<file path="src/rtl/uart_rx_fifo.sv">
// UART receiver with runtime divisor, optional parity, glitch-rejecting start and FWFT receive FIFO.
// Optional build macro UART_RX_MAJORITY_EN: 2-of-3 majority sampling around mid-bit (needs cfg_divisor >= 5).
module uart_rx_fifo #(
   parameter int DATA_BITS  = 8,
   parameter int DIV_W      = 12,
   parameter int FIFO_DEPTH = 4,
   parameter int RTS_LEVEL  = 3
) (
   input  logic                        clk,
   input  logic                        resetn,
   input  logic                        uart_rxd,
   output logic                        uart_rts,
   input  logic [DIV_W-1:0]            cfg_divisor,
   input  logic [1:0]                  cfg_parity,
   input  logic                        rx_read,
   output logic                        rx_valid,
   output logic [DATA_BITS-1:0]        rx_data,
   output logic                        rx_frame_err,
   output logic                        rx_parity_err,
   output logic [$clog2(FIFO_DEPTH):0] rx_level,
   output logic                        overrun,
   input  logic                        overrun_clr
);

   localparam int AW = $clog2(FIFO_DEPTH);
   localparam int LW = AW + 1;
   localparam int BW = $clog2(DATA_BITS);
   localparam int EW = DATA_BITS + 2;

   localparam logic [2:0] ST_IDLE   = 3'd0;
   localparam logic [2:0] ST_START  = 3'd1;
   localparam logic [2:0] ST_DATA   = 3'd2;
   localparam logic [2:0] ST_PARITY = 3'd3;
   localparam logic [2:0] ST_STOP   = 3'd4;
   localparam logic [2:0] ST_BREAK  = 3'd5;

   function automatic logic parity_err_f(input logic acc, input logic pbit, input logic [1:0] mode);
      return acc ^ pbit ^ (mode == 2'd2);
   endfunction

`ifdef UART_RX_MAJORITY_EN
   function automatic logic maj3_f(input logic a, input logic b, input logic c);
      return (a & b) | (a & c) | (b & c);
   endfunction
`endif

   logic                 rxd_p0, rxd_p1, rxs;
   logic [2:0]           state;
   logic [DIV_W-1:0]     cnt, div_q, half;
   logic [1:0]           par_q;
   logic [BW-1:0]        bit_idx;
   logic [DATA_BITS-1:0] shreg;
   logic                 par_acc, par_err_q;
   logic                 at_end, samp_evt, samp_val, par_en;
   logic                 push, pop, do_push, ovr_set, full;
   logic [EW-1:0]        push_word, head;
   logic [EW-1:0]        mem [FIFO_DEPTH];
   logic [AW-1:0]        wr_ptr, rd_ptr;
   logic [LW-1:0]        lvl;

   // Input synchroniser: line idles high
   always_ff @(posedge clk or negedge resetn) begin
      if (!resetn) begin
         rxd_p0 <= 1'b1;
         rxd_p1 <= 1'b1;
      end else begin
         rxd_p0 <= uart_rxd;
         rxd_p1 <= rxd_p0;
      end
   end
   assign rxs = rxd_p1;

   assign half   = div_q >> 1;
   assign at_end = (cnt == div_q);
   assign par_en = (par_q == 2'd1) || (par_q == 2'd2);

`ifdef UART_RX_MAJORITY_EN
   logic smp_m1, smp_c;
   always_ff @(posedge clk) begin
      if (cnt == half - DIV_W'(1)) smp_m1 <= rxs;
      if (cnt == half)             smp_c  <= rxs;
   end
   assign samp_evt = (cnt == half + DIV_W'(1));
   assign samp_val = maj3_f(smp_m1, smp_c, rxs);
`else
   assign samp_evt = (cnt == half);
   assign samp_val = rxs;
`endif

   always_ff @(posedge clk or negedge resetn) begin
      if (!resetn) begin
         state   <= ST_IDLE;
         cnt     <= '0;
         div_q   <= '0;
         par_q   <= 2'd0;
         bit_idx <= '0;
      end else begin
         case (state)
            ST_IDLE: begin
               cnt <= '0;
               if (!rxs) begin
                  state <= ST_START;
                  div_q <= cfg_divisor;
                  par_q <= cfg_parity;
               end
            end
            ST_START: begin
               if (samp_evt && samp_val) begin
                  state <= ST_IDLE;
                  cnt   <= '0;
               end else if (at_end) begin
                  state   <= ST_DATA;
                  cnt     <= '0;
                  bit_idx <= '0;
               end else begin
                  cnt <= cnt + DIV_W'(1);
               end
            end
            ST_DATA: begin
               if (at_end) begin
                  cnt <= '0;
                  if (bit_idx == BW'(DATA_BITS - 1)) state <= par_en ? ST_PARITY : ST_STOP;
                  else bit_idx <= bit_idx + BW'(1);
               end else begin
                  cnt <= cnt + DIV_W'(1);
               end
            end
            ST_PARITY: begin
               if (at_end) begin
                  state <= ST_STOP;
                  cnt   <= '0;
               end else begin
                  cnt <= cnt + DIV_W'(1);
               end
            end
            ST_STOP: begin
               // Leave at mid-stop so a following start bit is not missed
               if (samp_evt) begin
                  state <= samp_val ? ST_IDLE : ST_BREAK;
                  cnt   <= '0;
               end else begin
                  cnt <= cnt + DIV_W'(1);
               end
            end
            ST_BREAK: begin
               cnt <= '0;
               if (rxs) state <= ST_IDLE;
            end
            default: begin
               state <= ST_IDLE;
               cnt   <= '0;
            end
         endcase
      end
   end

   always_ff @(posedge clk) begin
      case (state)
         ST_START: begin
            par_acc   <= 1'b0;
            par_err_q <= 1'b0;
         end
         ST_DATA: if (samp_evt) begin
            shreg   <= {samp_val, shreg[DATA_BITS-1:1]};
            par_acc <= par_acc ^ samp_val;
         end
         ST_PARITY: if (samp_evt) par_err_q <= parity_err_f(par_acc, samp_val, par_q);
         default: ;
      endcase
   end

   assign push      = (state == ST_STOP) && samp_evt;
   assign push_word = {~samp_val, par_err_q, shreg};

   // Receive FIFO: a pop in the same cycle frees room for a push into a full FIFO
   assign full    = (lvl == LW'(FIFO_DEPTH));
   assign rx_valid = (lvl != '0);
   assign pop     = rx_read && rx_valid;
   assign do_push = push && (!full || pop);
   assign ovr_set = push && full && !pop;

   always_ff @(posedge clk) begin
      if (do_push) mem[wr_ptr] <= push_word;
   end

   always_ff @(posedge clk or negedge resetn) begin
      if (!resetn) begin
         wr_ptr   <= '0;
         rd_ptr   <= '0;
         lvl      <= '0;
         overrun  <= 1'b0;
         uart_rts <= 1'b1;
      end else begin
         if (do_push) wr_ptr <= wr_ptr + AW'(1);
         if (pop)     rd_ptr <= rd_ptr + AW'(1);
         case ({do_push, pop})
            2'b10:   lvl <= lvl + LW'(1);
            2'b01:   lvl <= lvl - LW'(1);
            default: lvl <= lvl;
         endcase
         if (ovr_set)          overrun <= 1'b1;
         else if (overrun_clr) overrun <= 1'b0;
         uart_rts <= (lvl >= LW'(RTS_LEVEL));
      end
   end

   assign head          = mem[rd_ptr];
   assign rx_data       = rx_valid ? head[DATA_BITS-1:0] : '0;
   assign rx_parity_err = rx_valid ? head[DATA_BITS]     : 1'b0;
   assign rx_frame_err  = rx_valid ? head[DATA_BITS+1]   : 1'b0;
   assign rx_level      = lvl;

endmodule

</file>
<file path="config.mk">
export PLATFORM = sky130hd
export DESIGN_NAME = uart_rx_fifo
export DESIGN_NICKNAME = d
export VERILOG_FILES = /design/src/rtl/uart_rx_fifo.sv
export SDC_FILE = /design/constraint.sdc
export NUM_CORES = 1
export LEC_CHECK = 0
export CAP_MARGIN = 10
export CORE_MARGIN = 3
export CORE_UTILIZATION = 58
export DETAILED_ROUTE_END_ITERATION = 8
export PLACE_DENSITY = 0.89
export SYNTH_ARGS = -nofsm -noshare
export SYNTH_HDL_FRONTEND = slang
export SYNTH_SLANG_ARGS = --single-unit
export TNS_END_PERCENT = 10
</file>
<file path="constraint.sdc">
create_clock -name clk -period 2.95 [get_ports clk]
set_input_delay 0.4425 -clock clk [delete_from_list [all_inputs] [get_ports clk]]
set_output_delay 0.4425 -clock clk [all_outputs]
set_load 0.005 [all_outputs]
</file>
==> qor.txt, run 1 <==
category of the critical setup timing path: register to primary output
count of pins over their slew limit: 0
global placer's final weighted congestion: 0.835
CTS tree: built
number of hold violations in the final report: 0
average wire per cell in the routed design: 16.3 um
Site Rows: 30
kind of end point of the critical path: primary output
worst min path class: primary input to asynchronous set/reset pin
Detail Route met3 WL: 339 um
largest fanout of any net on the critical path: 6
via count of the first global-routing pass: 2490
Chip Height: 91.4 um
leading area contributor after synthesis: sky130_fd_sc_hd__edfxtp_1
final count of negative-setup-slack endpoints: 0
asr flop ratio synth: 46.2%
power after layout: 4.03 mW
count of flip-flops with a built-in enable after synthesis: 50
fraction of layout instances using a drive strength above 1: 15.8%
worst slew pin tran: 0.942 ns
Warnings, synthesis: 0
detailed placer's ending HPWL: 5210 um
detailed-routing iteration count for the pre-antenna-repair pass: 4
total nets after synthesis: 334
number of sinks handled by clock tree synthesis: 93
longest individual stage delay on the worst path: 0.52 ns
number of resized instances in the post-cts repair step: 0
number of nets at the end of the flow: 372
sum of buffers and inverters on the critical path: 2
via count: 2497
core area: 6940 sq um
unrepaired setup endpoints after global routing: no
Int Power: 2.69 mW
final design instance area without fill: 4870 sq um
buffer depth of the longest clock path: 2
post-placement cell area: 4680 sq um
number of antenna violations at the first check in global routing: 0
Final min period: 2.51 ns
status: finished, final reports clean
clock network power share: 20.2%
global route total overflow: 0
share of the yosys chip area belonging to registers: 61.1%
dominant cell by count in the synthesized netlist: sky130_fd_sc_hd__edfxtp_1
die footprint: 8350 sq um
Sequential Power Share: 45.5%
post-route antenna net violation count: 0
count of buffers added by post-CTS timing repair for setup: 0
worst path required time: 2.51 ns
WL met1: 3210 um
wire length of the first global-routing pass: 12300 um
number of hold buffers added after cts: 0
highest routed layer: met4
highest clock rate: 0.399 GHz
slowest CP cell: sky130_fd_sc_hd__mux4_2
Relative slew margins: 37.2%
prevailing post-synth register cell: sky130_fd_sc_hd__edfxtp_1
largest cells by area after synthesis: sky130_fd_sc_hd__edfxtp_1 (36%), sky130_fd_sc_hd__dfrtp_1 (24%), sky130_fd_sc_hd__xor2_1 (6.2%), sky130_fd_sc_hd__mux4_2 (5.3%), sky130_fd_sc_hd__mux2_2 (2.7%)
routed length on met2: 3590 um
Die Width: 91.4 um
area growth from synthesis to layout: 15.2%
post-detailed-route DRC marker count: 0
setup slack after layout: 0.442 ns
top post-synthesis cells by count: sky130_fd_sc_hd__edfxtp_1 (50), sky130_fd_sc_hd__dfrtp_1 (40), sky130_fd_sc_hd__xor2_1 (30)
worst setup slack after placement: 0.464 ns
number of vias per cell after detailed routing: 5.61
total power per unit cell area: 828 nW/um^2
crit-path leading delay family: buffers and inverters
Logic pwr share: 34.2%
Clock Root Buffer: sky130_fd_sc_hd__clkbuf_8
clock skew after layout: 0.0111 ns
Leak: 1.88 nW
post-synth top area share: 35.5%
total clock buffers created by CTS: 9
list of cells traversed by the critical path: buf_4, mux4_2, and2_1, clkdlybuf4s50_1
VDD IR max: 619 uV
later-pin clock latency in the skew report: 0.36 ns
Net Sw Frac: 33.2%
number of library cell types mapped by synthesis: 46
final sum of negative setup slack: 0 ns
largest net degree at the start of global routing: 44
Final period util: 85.0%
H-tree level count: 3
crit path launch type: register
arrival time at the worst endpoint: 2.07 ns
top-level I/O count: 35
Synth Instances: 306
max-cap violations: 0
count of routing violations after the opening detailed-route iteration: 121
average cell area after synthesis: 13.8 sq um
final routed wirelength across all metal layers: 7250 um
number of input and output port buffers inserted: 34
diode count: 0
flip-flop and latch count after synthesis: 93
Starting Density: 60.9%
clock edge transition at the registers on the reported setup and hold paths: 0.10 ns
power dissipated by switching net loads: 1.34 mW
cell area after technology mapping: 4230 sq um
aggregate global-route resource usage: 19.2%
routing by layer:
metal / vias to the layer above / track usage, %
met1: 1256 / 25.2
met5: - / 0
li1: 1181 / -
met3: 8 / 5.22
met2: 52 / 31.5
met4: 0 / 6.03
sequential cells by signal (all words and copies together) (netlist names), 3 cells and up:
| signal | flops |
|---|---|
| rx_level | 3 |
| cnt | 12 |
| div_q | 12 |
| mem | 40 |
| bit_idx | 3 |
| shreg | 8 |
| state | 3 |
cell type report:
type                    instances  area (sq um)
well taps                      96           120
fillers                       433          2070
multi-input cells             185          1540
repair buffers                 41           388
clock inverters                 7          67.6
inverters                      14          52.6
clock buffers                   9           124
flip-flops and latches         93          2580
worst register-to-register path: cells and delay by family (launching register included):
| family | cells | cell delay [ns] |
|---|---|---|
| buffers and inverters | 1 | 0.17 |
| and+or+nand+nor | 4 | 1.42 |
| DFF | 1 | 0.56 |
logic make-up (layout without fill, tap and decap cells):
family | Yosys count | count (layout) | synth area share, %
AO/OA/AOI/OAI | 20 | 20 | 3.40
XOR/XNOR | 39 | 39 | 8.08
adder cells (fa/ha/maj) | 9 | 9 | 2.84
buffers and inverters | 28 | 71 | 2.60
flip-flops | 93 | 93 | 61.1
multiplexers | 28 | 28 | 10.1
AND/OR/NAND/NOR | 89 | 89 | 12.0
worst paths after layout:
check | startpoint | to | slack, ns | depth (start not counted)
max in group asynchronous | resetn | state[2] | 2.14 | 1
worst min-delay path | resetn | rx_level[0] | 0.19 | 1
min in group clk | rxd_p0 | rxd_p1 | 0.38 | 0
worst max-delay path | rd_ptr[0] | rx_frame_err | 0.44 | 4
worst max register to register | state[2] | mem[3][6] | 0.45 | 5
worst min register to register | rxd_p0 | rxd_p1 | 0.38 | 0
power by group through the flow:
stage          Clock [mW]  Sequential (mW)  Combinational, mW
4_1_cts             0.831             1.84               1.40
2_1_floorplan           0             1.74               1.01
5_1_grt             0.891             1.87               1.53
3_3_place_gp            0             1.85               1.36
3_5_place_dp            0             1.86               1.39
6_report            0.815             1.84               1.38
metrics by stage:
step / hold WS (ns) / std cells / utilization, %
floorplan: 0.147 / 306 / -
global placement: 0.346 / 429 / 67.4
detailed placement: 0.354 / 429 / 67.4
CTS: 0.246 / 445 / 70.1
global route: 0.287 / 445 / 70.1
finish: 0.195 / 445 / 70.1
cells in the final DEF, fill, tap and decap left out, types with 5 or more instances in the layout:
cell type	netlist	final
sky130_fd_sc_hd__edfxtp_1	50	50
sky130_fd_sc_hd__dfrtp_1	40	40
sky130_fd_sc_hd__clkdlybuf4s50_1	0	33
sky130_fd_sc_hd__xor2_1	30	30
sky130_fd_sc_hd__nor2_1	22	22
sky130_fd_sc_hd__inv_1	14	14
sky130_fd_sc_hd__and2_1	14	14
sky130_fd_sc_hd__nand3_1	13	13
sky130_fd_sc_hd__mux4_2	10	10
sky130_fd_sc_hd__mux2_2	10	10
sky130_fd_sc_hd__xnor2_1	9	9
sky130_fd_sc_hd__clkbuf_8	0	9
sky130_fd_sc_hd__nand2_1	8	8
sky130_fd_sc_hd__ha_1	8	8
sky130_fd_sc_hd__buf_4	0	7
sky130_fd_sc_hd__mux2_1	6	6
sky130_fd_sc_hd__nor3_1	5	5
(Power assumes the default switching activity.)
==> run 2: changes to the inputs <==
Settings changed: CORE_UTILIZATION 58 to 52, CTS_BUF_LIST from default to sky130_fd_sc_hd__clkbuf_16, PLACE_DENSITY 0.89 to 0.85.
Clock period 2.95 ns to 2.1 ns, I/O delays scaled along.
==> run 2 against run 1 <==
Via count is 7.4% higher; combinational power is 100% higher; clock skew hardly changed; the flow now finishes with violations (negative setup slack); critical path type is now register to register; worst setup slack worse by 0.52 ns.
==> qor.txt, run 2 (synthesized netlist as in run 1, its figures left out) <==
detailed-routing iteration count for the pre-antenna-repair pass: 4 (unchanged)
Final min period: 2.18 ns
area growth from synthesis to layout: 30.3% (was 15.2%)
later-pin clock latency in the skew report: 0.35 ns (was 0.36 ns)
commonest non-fill, non-tap cells in the layout: sky130_fd_sc_hd__edfxtp_1 (50), sky130_fd_sc_hd__buf_4 (48), sky130_fd_sc_hd__dfrtp_1 (40), sky130_fd_sc_hd__xor2_1 (25), sky130_fd_sc_hd__clkdlybuf4s50_1 (23) (was sky130_fd_sc_hd__edfxtp_1 (50), sky130_fd_sc_hd__dfrtp_1 (40), sky130_fd_sc_hd__clkdlybuf4s50_1 (33), sky130_fd_sc_hd__xor2_1 (30), sky130_fd_sc_hd__nor2_1 (22))
core area: 7810 sq um (was 6940 sq um)
via count: 2683 (was 2497)
largest fanout of any net on the critical path: 3 (was 6)
max-cap violations: 0 (unchanged)
count of pins over their slew limit: 0 (unchanged)
buffer depth of the longest clock path: 2 (unchanged)
list of cells traversed by the critical path: xor2_2, nor4_4, nand4_1, nand3_4, fa_1, a221oi_2, o21a_1 (was buf_4, mux4_2, and2_1, clkdlybuf4s50_1)
global placer's final weighted congestion: 0.861 (was 0.835)
largest net degree at the start of global routing: 44 (unchanged)
final design instance area without fill: 5510 sq um (was 4870 sq um)
slowest CP cell: sky130_fd_sc_hd__fa_1 (was sky130_fd_sc_hd__mux4_2)
registers with the most flip-flops: mem x40, cnt x12, div_q x12 (unchanged)
Relative slew margins: 63.6% (was 37.2%)
number of hold violations in the final report: 0 (unchanged)
most common cell after layout, fill and taps aside: sky130_fd_sc_hd__edfxtp_1 (unchanged)
number of input and output port buffers inserted: 34 (unchanged)
sum of buffers and inverters on the critical path: 0 (was 2)
crit path launch type: register (unchanged)
Site Rows: 32 (was 30)
fraction of layout instances using a drive strength above 1: 33.5% (was 15.8%)
number of antenna violations at the first check in global routing: 0 (unchanged)
Clock Root Buffer: sky130_fd_sc_hd__clkbuf_16 (was sky130_fd_sc_hd__clkbuf_8)
post-placement cell area: 5050 sq um (was 4680 sq um)
Starting Density: 54.2% (was 60.9%)
final routed wirelength across all metal layers: 8450 um (was 7250 um)
total power per unit cell area: 1240 nW/um^2 (was 828 nW/um^2)
category of the critical setup timing path: register to register (was register to primary output)
count of routing violations after the opening detailed-route iteration: 92 (was 121)
diode count: 0 (unchanged)
number of flip-flops in the largest register: 40 (unchanged)
wire length of the first global-routing pass: 13500 um (was 12300 um)
count of fill cells added during filler insertion: 507 (was 433)
Chip Height: 96.2 um (was 91.4 um)
worst min path class: primary input to asynchronous set/reset pin (unchanged)
count of placed standard cells in the final layout, fillers left out: 502 (was 445)
clock skew after layout: 0.0106 ns (was 0.0111 ns)
number of sinks handled by clock tree synthesis: 93 (unchanged)
die footprint: 9250 sq um (was 8350 sq um)
crit-path leading delay family: simple AND/OR/NAND/NOR gates (was buffers and inverters)
violations in the final reports: negative setup slack
detailed placer's ending HPWL: 5690 um (was 5210 um)
longest individual stage delay on the worst path: 0.42 ns (was 0.52 ns)
worst path required time: 2.38 ns (was 2.51 ns)
average wire per cell in the routed design: 16.8 um (was 16.3 um)
first element of the critical path: cnt[1] (was rd_ptr[0])
worst slew pin tran: 0.547 ns (was 0.942 ns)
Leak: 2.24 nW (was 1.88 nW)
top-level I/O count: 35 (unchanged)
global route total overflow: 0 (unchanged)
kind of end point of the critical path: register (was primary output)
total placed cells including tap cells: 478 (was 429)
H-tree level count: 3 (unchanged)
aggregate global-route resource usage: 19.8% (was 19.2%)
status: finished, violations left (was finished, final reports clean)
VDD IR max: 658 uV (was 619 uV)
final count of negative-setup-slack endpoints: 46 (was 0)
number of hold buffers added after cts: 0 (unchanged)
total clock buffers created by CTS: 9 (unchanged)
unrepaired setup endpoints after global routing: yes (was no)
number of nets at the end of the flow: 423 (was 372)
Critical R2R Launch: cnt[1] (was state[2])
arrival time at the worst endpoint: 2.47 ns (was 2.07 ns)
Die Width: 96.2 um (was 91.4 um)
highest clock rate: 0.458 GHz
Final period util: 104%
post-detailed-route DRC marker count: 0 (unchanged)
register with the most flip-flops: mem (unchanged)
via count of the first global-routing pass: 2781 (was 2490)
setup slack after layout: -0.0820 ns (was 0.442 ns)
number of vias per cell after detailed routing: 5.34 (was 5.61)
CTS tree: built (unchanged)
post-route antenna net violation count: 0 (unchanged)
power after layout: 6.82 mW (was 4.03 mW)
clock edge transition at the registers on the reported setup and hold paths: 0.07 ns (was 0.10 ns)
==> run 2: changes by cell type in the layout (fill, tap and decap cells not counted), moves of 5 or more <==
cell                              delta
sky130_fd_sc_hd__buf_4              +41
sky130_fd_sc_hd__buf_6              +12
sky130_fd_sc_hd__clkdlybuf4s50_1    -10
sky130_fd_sc_hd__clkbuf_16           +9
sky130_fd_sc_hd__clkbuf_8            -9
sky130_fd_sc_hd__and2_1              -7
sky130_fd_sc_hd__and2_4              +7
sky130_fd_sc_hd__xor2_1              -5
sky130_fd_sc_hd__xor2_2              +5
==> run 2: worst paths after layout <==
check / depth (start not counted) / slack, ns / end
worst max register to register: 7 / -0.08 / rx_level[1]
worst min-delay path: 2 / 0.04 / rd_ptr[0]
max in group asynchronous: 2 / 1.68 / rxd_p0
min in group clk: 0 / 0.36 / rxd_p1
worst max-delay path: 7 / -0.08 / rx_level[1]
worst min register to register: 0 / 0.36 / rxd_p1
==> run 2: final cells by class <==
class | instances | area (sq um) | area share (%)
Clock buffer | 9 | 225 | 4.09
Clock inverter | 7 | 75.1 | 1.36
Inverter | 14 | 52.6 | 0.954
Multi-Input combinational cell | 185 | 1670 | 30.3
Sequential cell | 93 | 2580 | 46.9
Tap cell | 102 | 128 | 2.32
Timing Repair Buffer | 92 | 779 | 14.2
==> run 2: repair_timing <==
| item | CTS | global route |
|---|---|---|
| resized for setup | 42 | 20 |
| setup endpoints to repair | 66 | 69 |
| pin swaps | 7 | 6 |
| setup buffers | 8 | 0 |
==> run 2: routing by layer <==
| layer | track usage (%) | up-vias | routed length, um |
|---|---|---|---|
| met1 | 22.8 | 1346 | 3520 |
| li1 | - | 1268 | - |
| met2 | 35.1 | 53 | 4470 |
| met3 | 4.07 | 16 | 294 |
| met5 | 0 | - | 0 |
| met4 | 9.24 | 0 | 170 |
==> run 2: stage by stage <==
stage	hold WS, ns	utilization (%)	setup TNS (ns)	setup slack (ns)
2_1_floorplan	0.0194	-	-5.58	-0.187
3_3_place_gp	0.347	64.6	-0.0291	-0.0217
3_5_place_dp	0.349	64.6	-1.43	-0.0989
4_1_cts	0.0514	70.0	-2.45	-0.0664
5_1_grt	0.0896	70.5	-7.90	-0.190
6_report	0.0363	70.5	-2.69	-0.0820
==> run 2: power breakdown <==
group | leakage [nW] | internal (mW) | switching [mW] | total (mW)
Combinational | 1.10 | 1.56 | 1.22 | 2.78
Clock | 0.145 | 0.844 | 0.755 | 1.60
Sequential | 0.994 | 2.20 | 0.236 | 2.44
Total | 2.24 | 4.61 | 2.21 | 6.82
==> run 2: worst reg2reg max path: stages (launching register included) <==
cell and delay (ns):
sky130_fd_sc_hd__dfrtp_1 0.41, sky130_fd_sc_hd__xor2_2 0.20, sky130_fd_sc_hd__nor4_4 0.34, sky130_fd_sc_hd__nand4_1 0.24
sky130_fd_sc_hd__nand3_4 0.15, sky130_fd_sc_hd__fa_1 0.42, sky130_fd_sc_hd__a221oi_2 0.23, sky130_fd_sc_hd__o21a_1 0.15
==> run 3: changes to the inputs <==
Settings changed: CELL_PAD_IN_SITES_DETAIL_PLACEMENT from default to 0, CELL_PAD_IN_SITES_GLOBAL_PLACEMENT from default to 1, CORE_UTILIZATION 52 to 43, PLACE_DENSITY 0.85 to 0.84.
==> run 3 against run 2 <==
Register-to-register slack barely moved; final area rose by 2.6%; clock skew fell by 0.0046 ns; final cell count rose by 6.2%; maximum frequency fell by 0.63%; the flow finishes with violations (negative hold slack, negative setup slack).
==> qor.txt, run 3 (synthesized netlist as in run 1, its figures left out) <==
Clock Root Buffer: sky130_fd_sc_hd__clkbuf_16 (unchanged)
Leak: 2.27 nW (was 2.24 nW)
final routed wirelength across all metal layers: 8360 um (was 8450 um)
global placer's final weighted congestion: 0.834 (was 0.861)
met1 global-route usage: 19.8% (was 22.8%)
global route total overflow: 0 (unchanged)
count of pins over their slew limit: 0 (unchanged)
worst path required time: 2.38 ns (about the same)
Sequential Power Share: 35.1% (was 35.7%)
clock edge transition at the registers on the reported setup and hold paths: 0.07 ns (about the same)
Site Rows: 35 (was 32)
largest fanout of any net on the critical path: 3 (unchanged)
status: finished, violations left (unchanged)
total clock buffers created by CTS: 9 (unchanged)
core area: 9420 sq um (was 7810 sq um)
via count of the first global-routing pass: 2768 (was 2781)
number of vias per cell after detailed routing: 4.97 (was 5.34)
most used routing layer in global routing: met2 (unchanged)
max-cap violations: 0 (unchanged)
number of hold violations in the final report: 20 (was 0)
kind of end point of the critical path: register (unchanged)
fraction of met3 tracks used by global routing: 3.58% (was 4.07%)
Final min period: 2.20 ns (was 2.18 ns)
registers with the most flip-flops: mem x40, cnt x12, div_q x12 (unchanged)
count of fill cells added during filler insertion: 728 (was 507)
register with the most flip-flops: mem (unchanged)
count of routing violations after the opening detailed-route iteration: 114 (was 92)
number of antenna violations at the first check in global routing: 0 (unchanged)
met2 demand-to-capacity share in global routing: 27.9% (was 35.1%)
unrepaired setup endpoints after global routing: yes (unchanged)
Net Sw Frac: 32.4% (about the same)
detailed placer's ending HPWL: 5670 um (was 5690 um)
setup slack after layout: -0.0959 ns (was -0.0820 ns)
via count: 2649 (was 2683)
Critical R2R Launch: cnt[5] (was cnt[1])
Starting Density: 44.9% (was 54.2%)
top-level I/O count: 35 (unchanged)
Final period util: 105% (was 104%)
fraction of the core area covered by cells at the end of the flow: 60.0% (was 70.5%)
Worst R2R Setup Slack: -0.1 ns (was -0.08 ns)
diode count: 0 (unchanged)
buffer depth of the longest clock path: 2 (unchanged)
Chip Height: 105 um (was 96.2 um)
number of input and output port buffers inserted: 34 (unchanged)
total power per unit cell area: 1220 nW/um^2 (was 1240 nW/um^2)
violations in the final reports: negative hold slack, negative setup slack (was negative setup slack)
depth of the worst register-to-register path: 8 (was 7)
Relative slew margins: 57.9% (was 63.6%)
commonest non-fill, non-tap cells in the layout: sky130_fd_sc_hd__edfxtp_1 (50), sky130_fd_sc_hd__buf_4 (50), sky130_fd_sc_hd__dfrtp_1 (38), sky130_fd_sc_hd__xor2_1 (24), sky130_fd_sc_hd__clkdlybuf4s50_1 (23) (was sky130_fd_sc_hd__edfxtp_1 (50), sky130_fd_sc_hd__buf_4 (48), sky130_fd_sc_hd__dfrtp_1 (40), sky130_fd_sc_hd__xor2_1 (25), sky130_fd_sc_hd__clkdlybuf4s50_1 (23))
largest net degree at the start of global routing: 25 (was 44)
final count of negative-setup-slack endpoints: 31 (was 46)
worst hold margin: -0.0152 ns (was 0.0363 ns)
CTS tree: built (unchanged)
number of sinks handled by clock tree synthesis: 93 (unchanged)
power dissipated by switching net loads: 2.23 mW (was 2.21 mW)
endpoint of the lowest-slack register-to-register path: rx_level[1] (unchanged)
wire length of the first global-routing pass: 13800 um (was 13500 um)
die footprint: 11100 sq um (was 9250 sq um)
multi-input logic area: 1650 sq um (was 1670 sq um)
Logic pwr share: 41.1% (was 40.8%)
count of placed standard cells in the final layout, fillers left out: 533 (was 502)
sequential cell area: 2580 sq um (about the same)
arrival time at the worst endpoint: 2.48 ns (was 2.47 ns)
worst min path class: primary input to asynchronous set/reset pin (unchanged)
clock network power share: 23.8% (was 23.5%)
number of nets at the end of the flow: 427 (was 423)
later-pin clock latency in the skew report: 0.34 ns (was 0.35 ns)
post-route antenna net violation count: 0 (unchanged)
Die Width: 105 um (was 96.2 um)
post-detailed-route DRC marker count: 0 (unchanged)
worst slew pin tran: 0.632 ns (was 0.547 ns)
power after layout: 6.88 mW (was 6.82 mW)
fraction of layout instances using a drive strength above 1: 33.2% (was 33.5%)
crit path launch type: register (unchanged)
H-tree level count: 3 (unchanged)
final sum of negative setup slack: -0.468 ns (was -2.69 ns)
total placed cells including tap cells: 507 (was 478)
average wire per cell in the routed design: 15.7 um (was 16.8 um)
number of flip-flops in the largest register: 40 (unchanged)
highest clock rate: 0.455 GHz (was 0.458 GHz)
aggregate global-route resource usage: 16.0% (was 19.8%)
VDD IR max: 651 uV (was 658 uV)
area growth from synthesis to layout: 33.6% (was 30.3%)
Int Power: 4.65 mW (was 4.61 mW)
category of the critical setup timing path: register to register (unchanged)
detailed-routing iteration count for the pre-antenna-repair pass: 4 (unchanged)
clock skew after layout: 0.00596 ns (was 0.0106 ns)
worst setup slack after placement: -0.0924 ns (was -0.0989 ns)
## run 3: changes by cell type in the layout (fill, tap and decap cells not counted), sizes merged
cell and change:
buf +3, clkdlybuf4s15 +3, clkbuf -1, clkinvlp -1, dlygate4sd2 -1, inv +1
## run 3: layout make-up
type                       count  area share [%]
inverter                      14           0.930
clock inverter                 7            1.48
sequential                    93            45.7
multi-input combinational    185            29.2
timing repair buffer          96            15.8
tap                          129            2.86
clock buffer                   9            3.99
## run 3: power by group through the flow
stage | Sequential (mW) | Clock, mW | Combinational (mW)
global route | 2.45 | 1.75 | 3.08
global placement | 2.41 | 0 | 2.56
finish | 2.41 | 1.64 | 2.83
floorplan | 2.45 | 0 | 1.45
CTS | 2.41 | 1.67 | 2.80
detailed placement | 2.42 | 0 | 2.61
## run 3: per-stage QoR
| stage | cell area, sq um | hold slack (ns) |
|---|---|---|
| after floorplan | 4290 | 0.0194 |
| after global placement | 5170 | 0.346 |
| after detailed placement | 5170 | 0.347 |
| after CTS | 5610 | 0.00737 |
| after global routing | 5650 | 0.0311 |
| final | 5650 | -0.0152 |
## run 3: worst max path at each step
stage,startpoint,endpoint,slack (ns),depth (start not counted)
after floorplan,cnt[6],rx_level[1],-0.19,9
after global placement,div_q[11],rx_level[1],-0.06,8
after detailed placement,cnt[1],rx_level[1],-0.09,8
after CTS,cnt[3],rx_level[1],-0.1,8
after global routing,div_q[7],rx_level[1],-0.20,8
final,cnt[5],rx_level[1],-0.1,8
## run 3: routing by layer
metal / part of all wire, % / wire length, um
met1: 45 / 3770
met4: 1.4 / 121
met5: 0 / 0
met3: 2.4 / 203
met2: 51 / 4260
## run 3: what timing repair did
action	CTS	global route
pin swaps	5	3
gates cloned	1	0
resized for setup	41	14
setup endpoints to repair	56	68
hold buffers	0	0
buffers inserted	9	0
## run 3: worst max-delay path: stages, from the launching register on
cell	delay, ns
sky130_fd_sc_hd__dfrtp_1	0.41
sky130_fd_sc_hd__xor2_2	0.21
sky130_fd_sc_hd__nor4_4	0.31
sky130_fd_sc_hd__nand4_1	0.14
sky130_fd_sc_hd__buf_4	0.18
sky130_fd_sc_hd__nand3_4	0.07
sky130_fd_sc_hd__fa_1	0.43
sky130_fd_sc_hd__a221oi_2	0.23
sky130_fd_sc_hd__o21a_1	0.14
